--- src/rtl/sprite_mem_arbiter.sv ---
// Sprite RAM arbiter: renderer reads have priority over buffered SPI writes.
// Define SPRITE_ARB_STARVE_EN to compile in the write starvation guard.
module sprite_mem_arbiter #(
    parameter int WFIFO_DEPTH      = 4,
    parameter int STARVE_LIMIT     = 8,
    parameter int SPRITE_NUM       = 8,
    parameter int SPRITE_ADDR_SIZE = 7,
    localparam int SW = $clog2(SPRITE_NUM),
    localparam int AW = SPRITE_ADDR_SIZE + 1
) (
    input  logic          clock,
    input  logic          reset,
    input  logic          w_en,
    input  logic [SW-1:0] w_sel,
    input  logic [AW-1:0] w_addr,
    input  logic [7:0]    w_data,
    output logic          w_overflow,
    input  logic          r_req,
    input  logic [SW-1:0] r_sel,
    input  logic [AW-1:0] r_addr,
    output logic          r_ack,
    output logic          r_valid,
    output logic [7:0]    r_data,
    output logic          mem_en,
    output logic          mem_we,
    output logic [SW-1:0] mem_sel,
    output logic [AW-1:0] mem_addr,
    output logic [7:0]    mem_wdata,
    input  logic [7:0]    mem_rdata,
    output logic          busy
);
    localparam int PW = $clog2(WFIFO_DEPTH);

    typedef struct packed {
        logic [SW-1:0] sel;
        logic [AW-1:0] addr;
        logic [7:0]    data;
    } wr_ent_t;

    wr_ent_t       fifo_q [WFIFO_DEPTH];
    wr_ent_t       head;
    logic [PW:0]   wr_ptr_q, wr_ptr_d, rd_ptr_q, rd_ptr_d;
    logic          fifo_empty, fifo_full, push, pop;
    logic          rd_gnt, wr_gnt, forced;
    logic          w_overflow_q, w_overflow_d;
    logic          r_ack_q, r_ack_d, r_valid_q, r_valid_d;
    logic          mem_en_q, mem_en_d, mem_we_q, mem_we_d;
    logic [SW-1:0] mem_sel_q, mem_sel_d;
    logic [AW-1:0] mem_addr_q, mem_addr_d;
    logic [7:0]    mem_wdata_q, mem_wdata_d;
    logic          busy_q, busy_d;

    // Extra MSB on the pointers separates full from empty.
    assign fifo_empty = wr_ptr_q == rd_ptr_q;
    assign fifo_full  = (wr_ptr_q[PW] != rd_ptr_q[PW]) &&
                        (wr_ptr_q[PW-1:0] == rd_ptr_q[PW-1:0]);
    assign head       = fifo_q[rd_ptr_q[PW-1:0]];

`ifdef SPRITE_ARB_STARVE_EN
    logic [7:0] starve_cnt_q, starve_cnt_d;

    assign forced = starve_cnt_q >= 8'(STARVE_LIMIT);

    always_comb begin
        starve_cnt_d = starve_cnt_q;
        if (fifo_empty || wr_gnt)
            starve_cnt_d = '0;
        else if (starve_cnt_q != 8'hFF)
            starve_cnt_d = starve_cnt_q + 8'd1;
    end

    always_ff @(posedge clock) begin
        if (reset) starve_cnt_q <= '0;
        else       starve_cnt_q <= starve_cnt_d;
    end
`else
    assign forced = 1'b0;
`endif

    always_comb begin
        rd_gnt       = r_req && !r_ack_q && !forced;
        wr_gnt       = !fifo_empty && !rd_gnt;
        pop          = wr_gnt;
        push         = w_en && (!fifo_full || pop);
        wr_ptr_d     = wr_ptr_q + {{PW{1'b0}}, push};
        rd_ptr_d     = rd_ptr_q + {{PW{1'b0}}, pop};
        busy_d       = wr_ptr_d != rd_ptr_d;
        w_overflow_d = w_overflow_q || (w_en && !push);
        r_ack_d      = rd_gnt;
        r_valid_d    = r_ack_q;
        mem_en_d     = rd_gnt || wr_gnt;
        mem_we_d     = wr_gnt;
        mem_sel_d    = mem_sel_q;
        mem_addr_d   = mem_addr_q;
        mem_wdata_d  = mem_wdata_q;
        if (rd_gnt) begin
            mem_sel_d  = r_sel;
            mem_addr_d = r_addr;
        end else if (wr_gnt) begin
            mem_sel_d   = head.sel;
            mem_addr_d  = head.addr;
            mem_wdata_d = head.data;
        end
    end

    always_ff @(posedge clock) begin
        if (push)
            fifo_q[wr_ptr_q[PW-1:0]] <= '{sel: w_sel, addr: w_addr, data: w_data};
    end

    always_ff @(posedge clock) begin
        if (reset) begin
            wr_ptr_q     <= '0;
            rd_ptr_q     <= '0;
            busy_q       <= 1'b0;
            w_overflow_q <= 1'b0;
            r_ack_q      <= 1'b0;
            r_valid_q    <= 1'b0;
            mem_en_q     <= 1'b0;
            mem_we_q     <= 1'b0;
            mem_sel_q    <= '0;
            mem_addr_q   <= '0;
            mem_wdata_q  <= '0;
        end else begin
            wr_ptr_q     <= wr_ptr_d;
            rd_ptr_q     <= rd_ptr_d;
            busy_q       <= busy_d;
            w_overflow_q <= w_overflow_d;
            r_ack_q      <= r_ack_d;
            r_valid_q    <= r_valid_d;
            mem_en_q     <= mem_en_d;
            mem_we_q     <= mem_we_d;
            mem_sel_q    <= mem_sel_d;
            mem_addr_q   <= mem_addr_d;
            mem_wdata_q  <= mem_wdata_d;
        end
    end

    assign w_overflow = w_overflow_q;
    assign r_ack      = r_ack_q;
    assign r_valid    = r_valid_q;
    assign r_data     = mem_rdata;
    assign mem_en     = mem_en_q;
    assign mem_we     = mem_we_q;
    assign mem_sel    = mem_sel_q;
    assign mem_addr   = mem_addr_q;
    assign mem_wdata  = mem_wdata_q;
    assign busy       = busy_q;

endmodule

--- config.mk ---
export PLATFORM = sky130hd
export DESIGN_NAME = sprite_mem_arbiter
export DESIGN_NICKNAME = d
export VERILOG_FILES = /design/src/rtl/sprite_mem_arbiter.sv
export SDC_FILE = /design/constraint.sdc
export NUM_CORES = 1
export LEC_CHECK = 0
export BUFFER_PORTS_ARGS = -buffer_cell sky130_fd_sc_hd__buf_2
export CAP_MARGIN = 10
export CELL_PAD_IN_SITES_DETAIL_PLACEMENT = 1
export CELL_PAD_IN_SITES_GLOBAL_PLACEMENT = 1
export CORE_MARGIN = 4
export CORE_UTILIZATION = 49
export CTS_BUF_LIST = sky130_fd_sc_hd__clkbuf_8 sky130_fd_sc_hd__clkbuf_16
export DETAILED_ROUTE_END_ITERATION = 8
export GPL_ROUTABILITY_DRIVEN = 0
export PLACE_DENSITY_LB_ADDON = 0.3
export SLEW_MARGIN = 30
export SYNTH_ARGS = -nofsm -noshare
export SYNTH_HDL_FRONTEND = slang
export SYNTH_SLANG_ARGS = --single-unit
export TNS_END_PERCENT = 50
--- constraint.sdc ---
create_clock -name clock -period 4.3 [get_ports clock]
set_input_delay 0.645 -clock clock [delete_from_list [all_inputs] [get_ports clock]]
set_output_delay 0.645 -clock clock [all_outputs]
set_load 0.05 [all_outputs]
# Word level (Yosys, flattened, before mapping)
# Memory sizes are Yosys's and may differ from the RTL's. A register that Yosys moved wholly into a read port is not among the register bits.
# Index checks and enable logic that the tools add are counted.
[word_totals] register_bits=31 latch_bits=0 ram_bits=76 mem_bits_ro=0 in_bits=42 output_inout_bits=33 wordCells=41 memories=1
[memory_table] memory="fifo_q" depth=4 word_bits=19 rd=1 rd_clocked_by_memory_dff=1 wr=1 line="40" source="wr_ent_t fifo_q [WFIFO_DEPTH];"
[op_classes] addsub=2 multipliers=0 div_mod_pow=0 magnitude_cmp=0 n_eq_ne=4 shift=0 mux=7 n_bitwise=1 reduce_logical=15
[ops] operator="8-bit 2-to-1 mux" count=2
[ops] operator="3-bit by 1-bit adder with 3-bit output" count=2
[ops] operator="3-bit 2-to-1 mux" count=2
[ops] operator="1-bit logical AND" count=5
[ops] operator="1-bit zero test" count=5
[ops] operator="3-bit == test" count=1
[ops] operator="1-bit logical OR" count=3
[ops] operator="3-bit inequality test" count=1
[ops] operator="2-bit == test" count=1
[ops] operator="1-bit 2-to-1 mux" count=2
[ops] operator="2-bit 2-to-1 mux" count=1
[ops] operator="2-bit AND reduction" count=1
[ops] operator="2-bit nonzero test" count=1
[ops] operator="1-bit inequality test" count=1
[ops] operator="1-bit NOT" count=1

# Depth between registers and ports, before layout
# Gate-level depths: netlist of the first run.
[logic_depth] depth_word=9 depth_mapped=10 ltp_nobuf=9

# Least setup slack after synthesis of the first run
# OpenSTA, ideal clock, no wires.
[synth_path] path_kind="register -> register" startpoint="reg r_ack_q, in the netlist r_ack" endpoint="mem fifo_q[2][0] (netlist name) (enable)" setup_time_ns=0.423 arrival_time_ns=2.743 t_required_ns=3.877 path_slack_ns=1.134 path_stages_with_launch=6 path_buffers=1 period_less_slack_ns=3.166 cell_sequence="dfxtp_1 > nand2b_1 > clkbuf_1 > nor4_1 > nand2b_1 > nor3b_1"
[synth_via] elab_chain_len=8
[synth_rtl] element="from (decl)" line="46" source="logic r_ack_q, r_ack_d, r_valid_q, r_valid_d;"
[synth_rtl] element="from (signal assigned)" line="129" source="r_ack_q <= r_ack_d;"
[synth_rtl] element="1-bit zero test" line="81" source="rd_gnt = r_req && !r_ack_q && !forced;"
[synth_rtl] element="1-bit logical AND" line="81"
[synth_rtl] element="1-bit zero test" line="82" source="wr_gnt = !fifo_empty && !rd_gnt;"
[synth_rtl] element="1-bit logical AND" line="82"
[synth_rtl] element="1-bit logical OR" line="84" source="push = w_en && (!fifo_full || pop);"
[synth_rtl] element="1-bit logical AND" line="84"
[synth_rtl] element="1-bit 2-to-1 mux" line="107" source="if (push)"
[synth_rtl] element="1-bit 2-to-1 mux (implied by the code)" line="108" source="fifo_q[wr_ptr_q[PW-1:0]] <= '{sel: w_sel, addr: w_addr, data: w_data};"
[synth_rtl] element="to (decl)" line="40"
# Every way passes these cells.

# Worst setup path in the final report of the first run
[layout_path] startpoint="reg rd_ptr_q[1]" endpoint="reg busy_q, in the netlist busy"
[layout_via] elab_chain_len=7 word_cells_on_any_way=11 cone_classes="add/sub: 2; eq/ne: 3; reduce/logical: 6"
[layout_rtl] element="from (decl)" line="42" source="logic [PW:0] wr_ptr_q, wr_ptr_d, rd_ptr_q, rd_ptr_d;"
[layout_rtl] element="from (signal assigned)" line="126" source="rd_ptr_q <= rd_ptr_d;"
[layout_rtl] element="3-bit == test / 2-bit == test (equally long branches)" line="54, 56"
[layout_rtl] element="1-bit zero test / 1-bit logical AND (equally long branches)" line="82, 55"
[layout_rtl] element="1-bit logical AND / 1-bit zero test (equally long branches)" line="82, 84"
[layout_rtl] element="1-bit logical OR" line="84"
[layout_rtl] element="1-bit logical AND" line="84"
[layout_rtl] element="3-bit by 1-bit adder with 3-bit output" line="85" source="wr_ptr_d = wr_ptr_q + {{PW{1'b0}}, push};"
[layout_rtl] element="3-bit inequality test *" line="87" source="busy_d = wr_ptr_d != rd_ptr_d;"
[layout_rtl] element="to (signal assigned)" line="127" source="busy_q <= busy_d;"
[layout_rtl] element="to (decl)" line="51" source="logic busy_q, busy_d;"
# Mark *: on every way between the ends. The rest lies on a longest branch, timed or not.
# A chain may end at the register's enable or synchronous reset.

==> results of run 1 <==
[cells by family (layout without fill, tap and decap cells)]
group / count (synthesis) / after routing
buf+inv: 24 / 82
mux: 19 / 19
flops: 107 / 107
simple gates: 69 / 69
compound gates: 23 / 23
xor+xnor: 10 / 10
fa+ha+maj: 4 / 4
[stage by stage]
| step | utilization, % | instances | instance area [um^2] |
|---|---|---|---|
| 3_5_place_dp | 54.3 | 403 | 4470 |
| 5_1_grt | 56.8 | 419 | 4670 |
| 6_report | 56.8 | 419 | 4670 |
| 2_1_floorplan | - | 256 | 4130 |
| 4_1_cts | 56.8 | 419 | 4670 |
| 3_3_place_gp | 54.3 | 403 | 4470 |
[metal layers]
metal / share of wire (%) / vias up / GRT usage (%)
met5: 0 / - / 0
met4: 1.8 / 0 / 6.72
met3: 4.4 / 12 / 3.34
met2: 52 / 56 / 30.1
met1: 41 / 1132 / 22.5
li1: - / 1058 / -
[area by class of cell]
class,instances,area (um^2),share of cell area (%)
multi-input cells,125,1090,23.3
well taps,105,131,2.81
repair buffers,64,335,7.18
inverters,2,7.51,0.161
clock buffers,9,124,2.65
clock inverters,7,77.6,1.66
flip-flops and latches,107,2900,62.2
[worst max-delay path by stage]
stage	start	depth (start not counted)	end	slack (ns)
CTS	rd_ptr_q[1]$_SDFF_PP0_	6	fifo_q[3][18]$_DFFE_PP_	1.70
detailed placement	r_req	7	fifo_q[3][8]$_DFFE_PP_	1.44
global placement	r_req	7	fifo_q[3][8]$_DFFE_PP_	1.53
floorplan	r_ack$_SDFF_PP0_	5	fifo_q[2][0]$_DFFE_PP_	1.13
global route	rd_ptr_q[1]$_SDFF_PP0_	9	busy$_SDFF_PP0_	1.53
finish	rd_ptr_q[1]$_SDFF_PP0_	10	busy$_SDFF_PP0_	1.82
[critical path, delay by kind of cell, from the launching register on]
kind | cells | cell delay (ns)
AO/OA/AOI/OAI | 1 | 0.09
XOR/XNOR | 3 | 0.48
adder cells (fa/ha/maj) | 2 | 0.40
buffers and inverters | 2 | 0.38
flip-flops | 1 | 0.32
AND/OR/NAND/NOR | 2 | 0.67
[power groups by stage]
stage	combinational, uW	sequential (uW)	clock [uW]
after global routing	894	1260	677
after floorplan	491	1460	0
after detailed placement	832	1270	0
after CTS	835	1250	631
final	817	1250	611
after global placement	815	1270	0
[layout by cell type, fill, tap and decap left out, types with 3 or more instances in the layout]
cell type  synthesis  final
ha_1               4      4
nand2_1           29     29
xnor2_1            7      7
xor2_2             3      3
buf_2              3     58
clkbuf_8           0      9
a21oi_1           10     10
nand3_1            8      8
nor2_1            17     16
nor2b_1            5      5
buf_4              9      6
mux4_2            19     19
dfxtp_1           31     31
clkinv_4           0      4
edfxtp_1          76     76
a311oi_1           9      9
[state kept, by name, summed over array words and instances (netlist names)]
register,cells
r_ack,1
rd_ptr_q,3
mem_sel,3
r_valid,1
wr_ptr_q,3
w_overflow,1
mem_addr,8
busy,1
mem_wdata,8
fifo_q,76
mem_en,1
mem_we,1
[synthesized netlist by cell type, types with 2 or more instances]
cell type / number
edfxtp_1: 76
dfxtp_1: 31
nand2_1: 29
mux4_2: 19
nor2_1: 17
a21oi_1: 10
a311oi_1: 9
buf_4: 9
nand3_1: 8
xnor2_1: 7
clkbuf_1: 5
nor2b_1: 5
ha_1: 4
buf_2: 3
xor2_2: 3
a311oi_2: 2
buf_1: 2
buf_6: 2
nand2_2: 2
nand2b_1: 2
==> key figures, run 1 <==
Status
  – Outcome: finished, final reports clean

Global routing
  – Vias in the first global route: 2,491
  – GR Overflow Total: 0
  – Total track usage: 17.6%
  – Initial antenna violation count: 0
  – Pin count of the biggest net entering global routing: 35
  – First-pass GRT wire length: 13,200 um

Worst setup path
  – CP Launch Type: flop
  – RR Startpoint: rd_ptr_q[1]$_SDFF_PP0_
  – Crit end category: flop
  – Worst Path Arrival: 2.70 ns
  – Worst reg2reg endpoint: busy$_SDFF_PP0_
  – CP cell instances: buf_4 > xor2_2 > nor4_1 > nand2b_1 > inv_2 > ha_1 > ha_1 > xnor2_1 > xnor2_1 > a31oi_1
  – Slowest-stage cell, CP: nor4_1
  – Worst-path fanout max: 21
  – Reg2reg setup slack: 1.82 ns
  – R2R depth: 10
  – Setup CP Type: reg -> reg
  – CP peak stage delay: 0.40 ns
  – Critical Path RT: 4.52 ns

Logic synthesis
  – Prevailing post-synth register cell: edfxtp_1
  – Synth Area in Simple Gates: 7.51%
  – Mux cell area share after synthesis: 10.4%
  – Area of the mapped netlist: 4130 um^2
  – Combinational family with the most area after synthesis: multiplexers
  – Fraction of the mapped netlist area in adder cells: 1.21%
  – Syn Inst Count: 256
  – Synth Area per Inst: 16.1 um^2
  – Synth top area share: 55.2%
  – FFs w/ async S/R, synth: 0%
  – XOR/XNOR Fraction of Synth Area: 2.66%
  – #FFs+latches synth: 107
  – Count of different cell masters after synthesis: 31
  – Post-synth top area cell: edfxtp_1
  – Yosys warnings: 0
  – Synth Net Count: 302
  – Ranking of synthesized cells by area: edfxtp_1 (55%), dfxtp_1 (15%), mux4_2 (10%)
  – Sequential share of the synthesized area: 70.2%
  – Compound-Gate Fraction of Synth Area: 4.30%
  – Post-synth EDFFs: 76

Timing
  – Slew headroom: 41.4%
  – Max-slew violations: 0
  – Slack of the critical path: 1.82 ns
  – WHS: 0.464 ns
  – Setup TNS: 0 ns
  – Fmax: 403 MHz
  – Final hold vios: 0
  – Worst-Margin Slew: 0.874 ns
  – Post-route minimum period: 2.48 ns
  – Clock skew: 0.0126 ns
  – Final Cycle Share: 57.7%
  – Setup violations, final: 0
  – Unrepaired setup endpoints after global routing: no

Power and ir drop
  – P per Cell Area: 573 nW/um^2
  – Combinational share of power: 30.6%
  – Power Total: 2670 uW
  – Net Sw Frac: 34.2%
  – Leakage: 0.00169 uW
  – Clock share of power: 22.8%
  – P_sw: 914 uW
  – Seq pwr share: 46.6%
  – VDD IR-drop max: 0.240 mV
  – Internal Power: 1760 uW

Clock network
  – Post-CTS Setup Repair Bufs: 0
  – Worst skew pair latency: 0.36 ns
  – CTS Sinks: 107
  – Worst-path clk slew: 0.11 ns
  – Deepest clock path buffer count: 2
  – CTS buffer count: 9
  – # resized after CTS: 0
  – H-tree depth: 3
  – Cts hold-fix bufs: 0
  – CTS tree: done
  – CTS root buf: clkbuf_8

Placement
  – Placed wire-length estimate: 5520 um
  – Buffers added on ports: 58
  – Pre-CTS setup slack: 1.44 ns

Finish
  – # fillers: 791
  – Ant. Diodes: 0
  – Nets: 355
  – Syn-to-layout area delta: 13.0%
  – Layout cells sized above 1: 35.7%

Min path
  – Hold Startpoint: mem_wdata[0]$_SDFFE_PP0P_
  – Hold crit path type: reg -> reg
  – Worst hold stages: 2
  – Hold Path End: mem_wdata[0]$_SDFFE_PP0P_

Route
  – Routed len/inst: 19.5 um
  – Routed vias: 2,258
  – DRT Pass-1 Iters: 4
  – DRC viols: 0
  – Routed WL: 8170 um
  – Vias/cell: 5.39
  – ANT nets after route: 0
  – Initial DRC count: 79

Die
  – Floorplan row count: 33
  – Core area: 8220 um^2
  – Io pins: 75
  – Initial Utilization: 50.3%
  – Die width: 99.8 um
  – Full die area: 9970 um^2
  – Die Y: 99.8 um

Run
  – Number of max-cap violations: 0
Power figures use the tool's default switching activity.
==> run 2: changes to the inputs <==
--- a/config.mk
+++ b/config.mk
@@ -10,7 +10,7 @@
 export CELL_PAD_IN_SITES_DETAIL_PLACEMENT = 1
 export CELL_PAD_IN_SITES_GLOBAL_PLACEMENT = 1
 export CORE_MARGIN = 4
-export CORE_UTILIZATION = 49
+export CORE_UTILIZATION = 41
 export CTS_BUF_LIST = sky130_fd_sc_hd__clkbuf_8 sky130_fd_sc_hd__clkbuf_16
 export DETAILED_ROUTE_END_ITERATION = 8
 export GPL_ROUTABILITY_DRIVEN = 0
==> constraint.sdc (replaced) <==
create_clock -name clock -period 2 [get_ports clock]
set_input_delay 0.3 -clock clock [delete_from_list [all_inputs] [get_ports clock]]
set_output_delay 0.3 -clock clock [all_outputs]
set_load 0.05 [all_outputs]
==> key figures, run 2 (synthesized netlist as in run 1, its figures left out) <==
Worst setup path
  – Setup CP Type: reg -> reg
  – Slowest-stage cell, CP: dfxtp_1
  – R2R depth: 9 (-1)
  – Worst reg2reg endpoint: rd_ptr_q[2]$_SDFF_PP0_
  – CP most frequent cell: buf_4
  – Worst Path Arrival: 2.20 ns (-0.50 ns)
  – Crit path buf inv count: 3 (+1)
  – Crit. Startpoint: rd_ptr_q[1]$_SDFF_PP0_
  – CP Launch Type: flop
  – Critical path depth: 9 (-1)
  – Reg2reg setup slack: 0.02 ns (-1.80 ns)
  – Worst-path fanout max: 3 (-86%)
  – CP peak stage delay: 0.35 ns (-0.05 ns)
  – CP top delay family: XOR/XNOR gates
  – Critical Path RT: 2.22 ns (-2.30 ns)
  – Crit end category: flop
  – RR Startpoint: rd_ptr_q[1]$_SDFF_PP0_
  – CP cell instances: xor2_2 > buf_4 > o31ai_4 > inv_1 > ha_2 > ha_4 > buf_4 > xnor2_1 > nor2_1
  – Worst Setup EP: rd_ptr_q[2]$_SDFF_PP0_

Clock network
  – CTS tree: done
  – Deepest clock path buffer count: 2 (unchanged)
  – Cts hold-fix bufs: 0 (unchanged)
  – Worst skew pair latency: 0.36 ns (about the same)
  – CTS buffer count: 9 (unchanged)
  – Worst-path clk slew: 0.10 ns (about the same)
  – CTS root buf: clkbuf_8
  – H-tree depth: 3 (unchanged)
  – CTS Sinks: 107 (unchanged)

Min path
  – Hold crit path type: in -> reg

Power and ir drop
  – Net Sw Frac: 33.7% (-0.52 points)
  – Power Total: 6170 uW (+130%)
  – Combinational share of power: 33.2% (+2.6 points)
  – Clock share of power: 23.2% (+0.4 points)
  – P_sw: 2080 uW (+130%)
  – P per Cell Area: 1230 nW/um^2 (+110%)
  – Seq pwr share: 43.6% (-3.0 points)
  – Leakage: 0.00180 uW (+6.6%)
  – VDD IR-drop max: 0.468 mV (+95%)
  – Internal Power: 4090 uW (+130%)

Die
  – Full die area: 11,800 um^2 (+18%)
  – Floorplan row count: 36 (+9.1%)
  – Die Y: 108 um (+8.6%)
  – Core area: 9770 um^2 (+19%)
  – Initial Utilization: 42.3% (-8.0 points)
  – Die width: 108 um (+8.6%)
  – Io pins: 75 (unchanged)

Timing
  – Fmax: 504 MHz (+25%)
  – Clock skew: 0.0115 ns (-0.00107 ns)
  – Slew headroom: 57.0% (+16 points)
  – Final hold vios: 0 (unchanged)
  – Max-slew violations: 0 (unchanged)
  – Worst-Margin Slew: 0.645 ns (-0.229 ns)
  – Post-route minimum period: 1.98 ns (-0.499 ns)
  – Slack of the critical path: 0.0168 ns (-1.80 ns)
  – Setup violations, final: 0 (unchanged)
  – Final Cycle Share: 99.2% (+41 points)

Global routing
  – Met3 Use GR: 2.39% (-0.95 points)
  – GR Overflow Total: 0 (unchanged)
  – First-pass GRT wire length: 13,400 um (+1.8%)
  – Total track usage: 15.5% (-2.1 points)
  – M1 GR Usage: 18.2% (-4.3 points)
  – Busiest layer in global routing: met2
  – Initial antenna violation count: 0 (unchanged)
  – GRT met2 Usage: 28.5% (-1.7 points)
  – Pin count of the biggest net entering global routing: 32 (-8.6%)
  – Vias in the first global route: 2,571 (+3.2%)

Placement
  – Pre-CTS setup slack: -0.0672 ns (-1.51 ns)
  – Buffers added on ports: 58 (unchanged)
  – Placed wire-length estimate: 5600 um (+1.3%)
  – Placed cell area: 4680 um^2 (+4.9%)

Run
  – Number of max-cap violations: 0 (unchanged)

Route
  – Vias/cell: 5.07 (-5.9%)
  – Routed vias: 2,349 (+4.0%)
  – Initial DRC count: 76 (-3.8%)
  – Routed len/inst: 18.9 um (-3.1%)
  – DRT Pass-1 Iters: 4 (unchanged)
  – DRC viols: 0 (unchanged)
  – Routed WL: 8750 um (+7.1%)
  – ANT nets after route: 0 (unchanged)

Finish
  – Most common cell after layout, fill and taps aside: edfxtp_1
  – Most frequent cells in the layout: edfxtp_1 (76), buf_2 (58), nand2_1 (29)
  – Syn-to-layout area delta: 21.6%
  – Max reg flops: 76 (unchanged)
  – Layout cells sized above 1: 43.6% (+8.0 points)
  – # fillers: 972 (+23%)
  – Post-layout util: 51.4% (-5.4 points)
  – Nets: 371 (+4.5%)
  – Post-Layout Inst Area: 5020 um^2 (+7.6%)
  – Ant. Diodes: 0 (unchanged)

Status
  – Outcome: finished, final reports clean
-- run 2: cell types whose count changed in the layout (fill, tap and decap cells not counted), sizes merged --
cell / previous run / this run
buf: 64 / 80
clkbuf: 9 / 11
clkinv: 4 / 2
-- run 2: worst min path at each step --
| stage | startpoint | endpoint | slack (ns) | cells after the start |
|---|---|---|---|---|
| global route | w_data[5] | fifo_q[1][5]$_DFFE_PP_ | 0.13 | 1 |
| global placement | mem_wdata[5]$_SDFFE_PP0P_ | mem_wdata[5]$_SDFFE_PP0P_ | 0.44 | 2 |
| detailed placement | mem_wdata[3]$_SDFFE_PP0P_ | mem_wdata[3]$_SDFFE_PP0P_ | 0.45 | 2 |
| CTS | w_data[7] | fifo_q[2][7]$_DFFE_PP_ | 0.13 | 1 |
| finish | w_data[7] | fifo_q[2][7]$_DFFE_PP_ | 0.15 | 1 |
| floorplan | reset | r_valid$_SDFF_PP0_ | 0.37 | 1 |
-- run 2: repair_timing --
| action | CTS | global route |
|---|---|---|
| resized for setup | 6 | 12 |
| setup endpoints to repair | 2 | 21 |
| setup buffers | 1 | 2 |
| pin swaps | 2 | 5 |
-- run 2: per-layer routing --
metal	share of wire [%]	wire, um	vias up
met4	0.98	86	0
li1	-	-	1090
met1	41	3570	1204
met5	0	0	-
met2	55	4830	47
met3	3.0	262	8
-- run 2: power groups by stage --
stage / registers (uW) / clock network [uW] / logic [uW]
after CTS: 2680 / 1480 / 2030
final: 2690 / 1430 / 2040
after global placement: 2710 / 0 / 1990
after global routing: 2710 / 1590 / 2200
after floorplan: 3150 / 0 / 1080
after detailed placement: 2730 / 0 / 2010
-- run 2: per-stage QoR --
stage               hold slack, ns  TNS (ns)  instances
finish                       0.146         0        463
global placement             0.439         0        444
CTS                          0.133         0        461
global route                 0.129   -0.0457        463
floorplan                    0.372         0        256
detailed placement           0.449   -0.0672        444
-- run 2: area by class of cell --
| class | instances | area, um^2 | share of cell area (%) |
|---|---|---|---|
| Sequential cell | 107 | 2920 | 58.0 |
| Multi-Input combinational cell | 125 | 1210 | 24.1 |
| Inverter | 2 | 7.51 | 0.149 |
| Tap cell | 133 | 166 | 3.31 |
| Timing Repair Buffer | 80 | 497 | 9.89 |
| Clock inverter | 5 | 63.8 | 1.27 |
| Clock buffer | 11 | 163 | 3.24 |
-- run 2: worst reg2reg max path, delay by kind of cell, from the launching register on --
family,cells,cell delay (ns)
flops,1,0.35
fa+ha+maj,2,0.38
compound gates,1,0.25
xor+xnor,2,0.42
buf+inv,3,0.38
simple gates,1,0.07
==> run 3: changes to the inputs <==
--- a/config.mk
+++ b/config.mk
@@ -5,14 +5,14 @@
 export SDC_FILE = /design/constraint.sdc
 export NUM_CORES = 1
 export LEC_CHECK = 0
-export BUFFER_PORTS_ARGS = -buffer_cell sky130_fd_sc_hd__buf_2
 export CAP_MARGIN = 10
 export CELL_PAD_IN_SITES_DETAIL_PLACEMENT = 1
 export CELL_PAD_IN_SITES_GLOBAL_PLACEMENT = 1
 export CORE_MARGIN = 4
-export CORE_UTILIZATION = 41
+export CORE_UTILIZATION = 47
 export CTS_BUF_LIST = sky130_fd_sc_hd__clkbuf_8 sky130_fd_sc_hd__clkbuf_16
 export DETAILED_ROUTE_END_ITERATION = 8
+export DONT_BUFFER_PORTS = 1
 export GPL_ROUTABILITY_DRIVEN = 0
 export PLACE_DENSITY_LB_ADDON = 0.3
 export SLEW_MARGIN = 30
==> key figures, run 3 (synthesized netlist as in run 1, its figures left out) <==
Status
  – Outcome: finished, final reports clean

Run
  – Number of max-cap violations: 0 (unchanged)

Timing
  – Setup TNS: 0 ns (unchanged)
  – Unrepaired setup endpoints after global routing: yes
  – Worst-Margin Slew: 0.557 ns (-0.0883 ns)
  – Max-slew violations: 0 (unchanged)
  – Setup violations, final: 0 (unchanged)
  – Fmax: 519 MHz (+2.9%)
  – Final hold vios: 0 (unchanged)
  – Slew headroom: 62.8% (+5.8 points)
  – Clock skew: 0.0120 ns (+0.000412 ns)
  – WHS: 0.0384 ns (-0.107 ns)
  – Post-route minimum period: 1.93 ns (-0.0554 ns)
  – Final Cycle Share: 96.4% (-2.8 points)

Clock network
  – Deepest clock path buffer count: 2 (unchanged)
  – H-tree depth: 3 (unchanged)
  – Worst-path clk slew: 0.10 ns (about the same)
  – CTS buffer count: 9 (unchanged)
  – CTS Sinks: 107 (unchanged)
  – CTS tree: done
  – CTS root buf: clkbuf_8
  – Worst skew pair latency: 0.35 ns (about the same)

Global routing
  – Vias in the first global route: 2,394 (-6.9%)
  – Total track usage: 17.3% (+1.8 points)
  – GR Overflow Total: 0 (unchanged)
  – First-pass GRT wire length: 13,000 um (-2.6%)
  – Pin count of the biggest net entering global routing: 33 (+3.1%)
  – Initial antenna violation count: 0 (unchanged)

Route
  – DRC viols: 0 (unchanged)
  – ANT nets after route: 0 (unchanged)
  – Routed WL: 8550 um (-2.3%)
  – Routed len/inst: 21.8 um (+15%)
  – Routed vias: 2,192 (-6.7%)
  – DRT Pass-1 Iters: 4 (unchanged)
  – Vias/cell: 5.59 (+10%)
  – Initial DRC count: 97 (+28%)

Worst setup path
  – CP top delay family: XOR/XNOR gates
  – Slowest-stage cell, CP: dfxtp_1
  – Crit path buf inv count: 2 (-1)
  – Worst-path fanout max: 3 (unchanged)
  – Setup CP Type: reg -> reg
  – CP cell instances: buf_4 > xor2_2 > o31ai_4 > inv_1 > ha_1 > ha_2 > xnor2_2 > xnor2_1 > a31oi_1
  – Crit end category: flop
  – CP peak stage delay: 0.34 ns (about the same)
  – Critical Path RT: 2.24 ns (+0.02 ns)
  – CP Launch Type: flop
  – Worst Path Arrival: 2.16 ns (-0.04 ns)

Power and ir drop
  – Leakage: 0.00160 uW (-11%)
  – Seq pwr share: 53.5% (+9.9 points)
  – VDD IR-drop max: 0.536 mV (+14%)
  – Net Sw Frac: 34.4% (+0.69 points)
  – P_sw: 2000 uW (-3.8%)
  – Internal Power: 3820 uW (-6.7%)
  – Clock share of power: 22.8% (-0.4 points)
  – Power Total: 5810 uW (-5.7%)
  – P per Cell Area: 1220 nW/um^2 (-0.73%)
  – Combinational share of power: 23.7% (-9.5 points)

Finish
  – Most frequent cells in the layout: edfxtp_1 (76), nand2_1 (29), dfxtp_1 (27)
  – Max reg flops: 76 (unchanged)
  – Syn-to-layout area delta: 15.5%
  – Post-Layout Cell Count: 392 (-15%)
  – Layout cells sized above 1: 30.0% (-14 points)
  – Nets: 328 (-12%)
  – Post-layout util: 56.9% (+5.5 points)
  – Ant. Diodes: 0 (unchanged)
  – Most common cell after layout, fill and taps aside: edfxtp_1

Placement
  – Buffers added on ports: 0 (-100%)
  – Cells after DPL: 359 (-19%)
  – Placed wire-length estimate: 5410 um (-3.4%)

Die
  – Io pins: 75 (unchanged)
  – Die Y: 102 um (-6.1%)
  – Die width: 102 um (-6.1%)
  – Full die area: 10,400 um^2 (-12%)
  – Floorplan row count: 33 (-8.3%)
  – Initial Utilization: 49.3% (+7.0 points)
  – Core area: 8380 um^2 (-14%)

Min path
  – Hold crit path type: in -> reg
==> run 3: cell count changes in the layout (fill, tap and decap cells not counted), moves of 2 or more <==
| cell | change |
|---|---|
| buf_12 | +2 |
| buf_2 | -58 |
| buf_4 | +4 |
| clkinvlp_4 | +2 |
| dfxtp_1 | +2 |
| dlygate4sd3_1 | +10 |
| ha_1 | +2 |
| ha_4 | -3 |
==> run 3: layer usage <==
| layer | part of all wire (%) | GRT usage, % | vias up |
|---|---|---|---|
| li1 | - | - | 1001 |
| met1 | 42 | 22.2 | 1131 |
| met2 | 53 | 29.2 | 50 |
| met3 | 4.9 | 4.13 | 10 |
| met4 | 0.96 | 5.73 | 0 |
| met5 | 0 | 0 | - |
==> run 3: cell type report <==
type | instances | area [um^2]
clock inverter | 7 | 76.3
inverter | 2 | 7.51
multi-input combinational | 125 | 1160
tap | 105 | 131
timing repair buffer | 37 | 365
fill | 775 | 3610
sequential | 107 | 2910
clock buffer | 9 | 124
==> run 3: power by group through the flow <==
stage          clock (uW)  combinational [uW]  sequential, uW
6_report             1320                1380            3110
5_1_grt              1480                1520            3140
3_3_place_gp            0                1320            3160
4_1_cts              1360                1370            3120
3_5_place_dp            0                1340            3170
2_1_floorplan           0                1080            3150
==> run 3: through the flow <==
| stage | setup slack (ns) | instance area (um^2) |
|---|---|---|
| final | 0.0723 | 4770 |
| after global routing | -0.0226 | 4770 |
| after CTS | 0.00767 | 4650 |
| after detailed placement | 0.00300 | 4370 |
| after global placement | 0.105 | 4370 |
| after floorplan | 0.00603 | 4190 |
==> run 3: worst reg2reg max path: cells and delay by family (launching register included) <==
family          cells  cell delay [ns]
xor+xnor            3             0.52
fa+ha+maj           2             0.39
compound gates      2             0.35
flops               1             0.34
buf+inv             2             0.22
==> run 3: final timing paths <==
| path | to | cells past startpoint | slack (ns) | startpoint |
|---|---|---|---|---|
| worst max register to register | busy$_SDFF_PP0_ | 9 | 0.07 | rd_ptr_q[2]$_SDFF_PP0_ |
| worst max-delay path | busy$_SDFF_PP0_ | 9 | 0.07 | rd_ptr_q[2]$_SDFF_PP0_ |
| worst min-delay path | fifo_q[2][3]$_DFFE_PP_ | 0 | 0.04 | w_data[3] |
| worst min register to register | wr_ptr_q[2]$_SDFF_PP0_ | 3 | 0.68 | wr_ptr_q[2]$_SDFF_PP0_ |
==> run 3: what timing repair did <==
item,in CTS,in global routing
pin swaps,2,2
buffers inserted,5,1
setup endpoints to repair,1,20
gates resized for setup,2,4
endpoints found under the hold margin,23,44
hold buffers,4,7
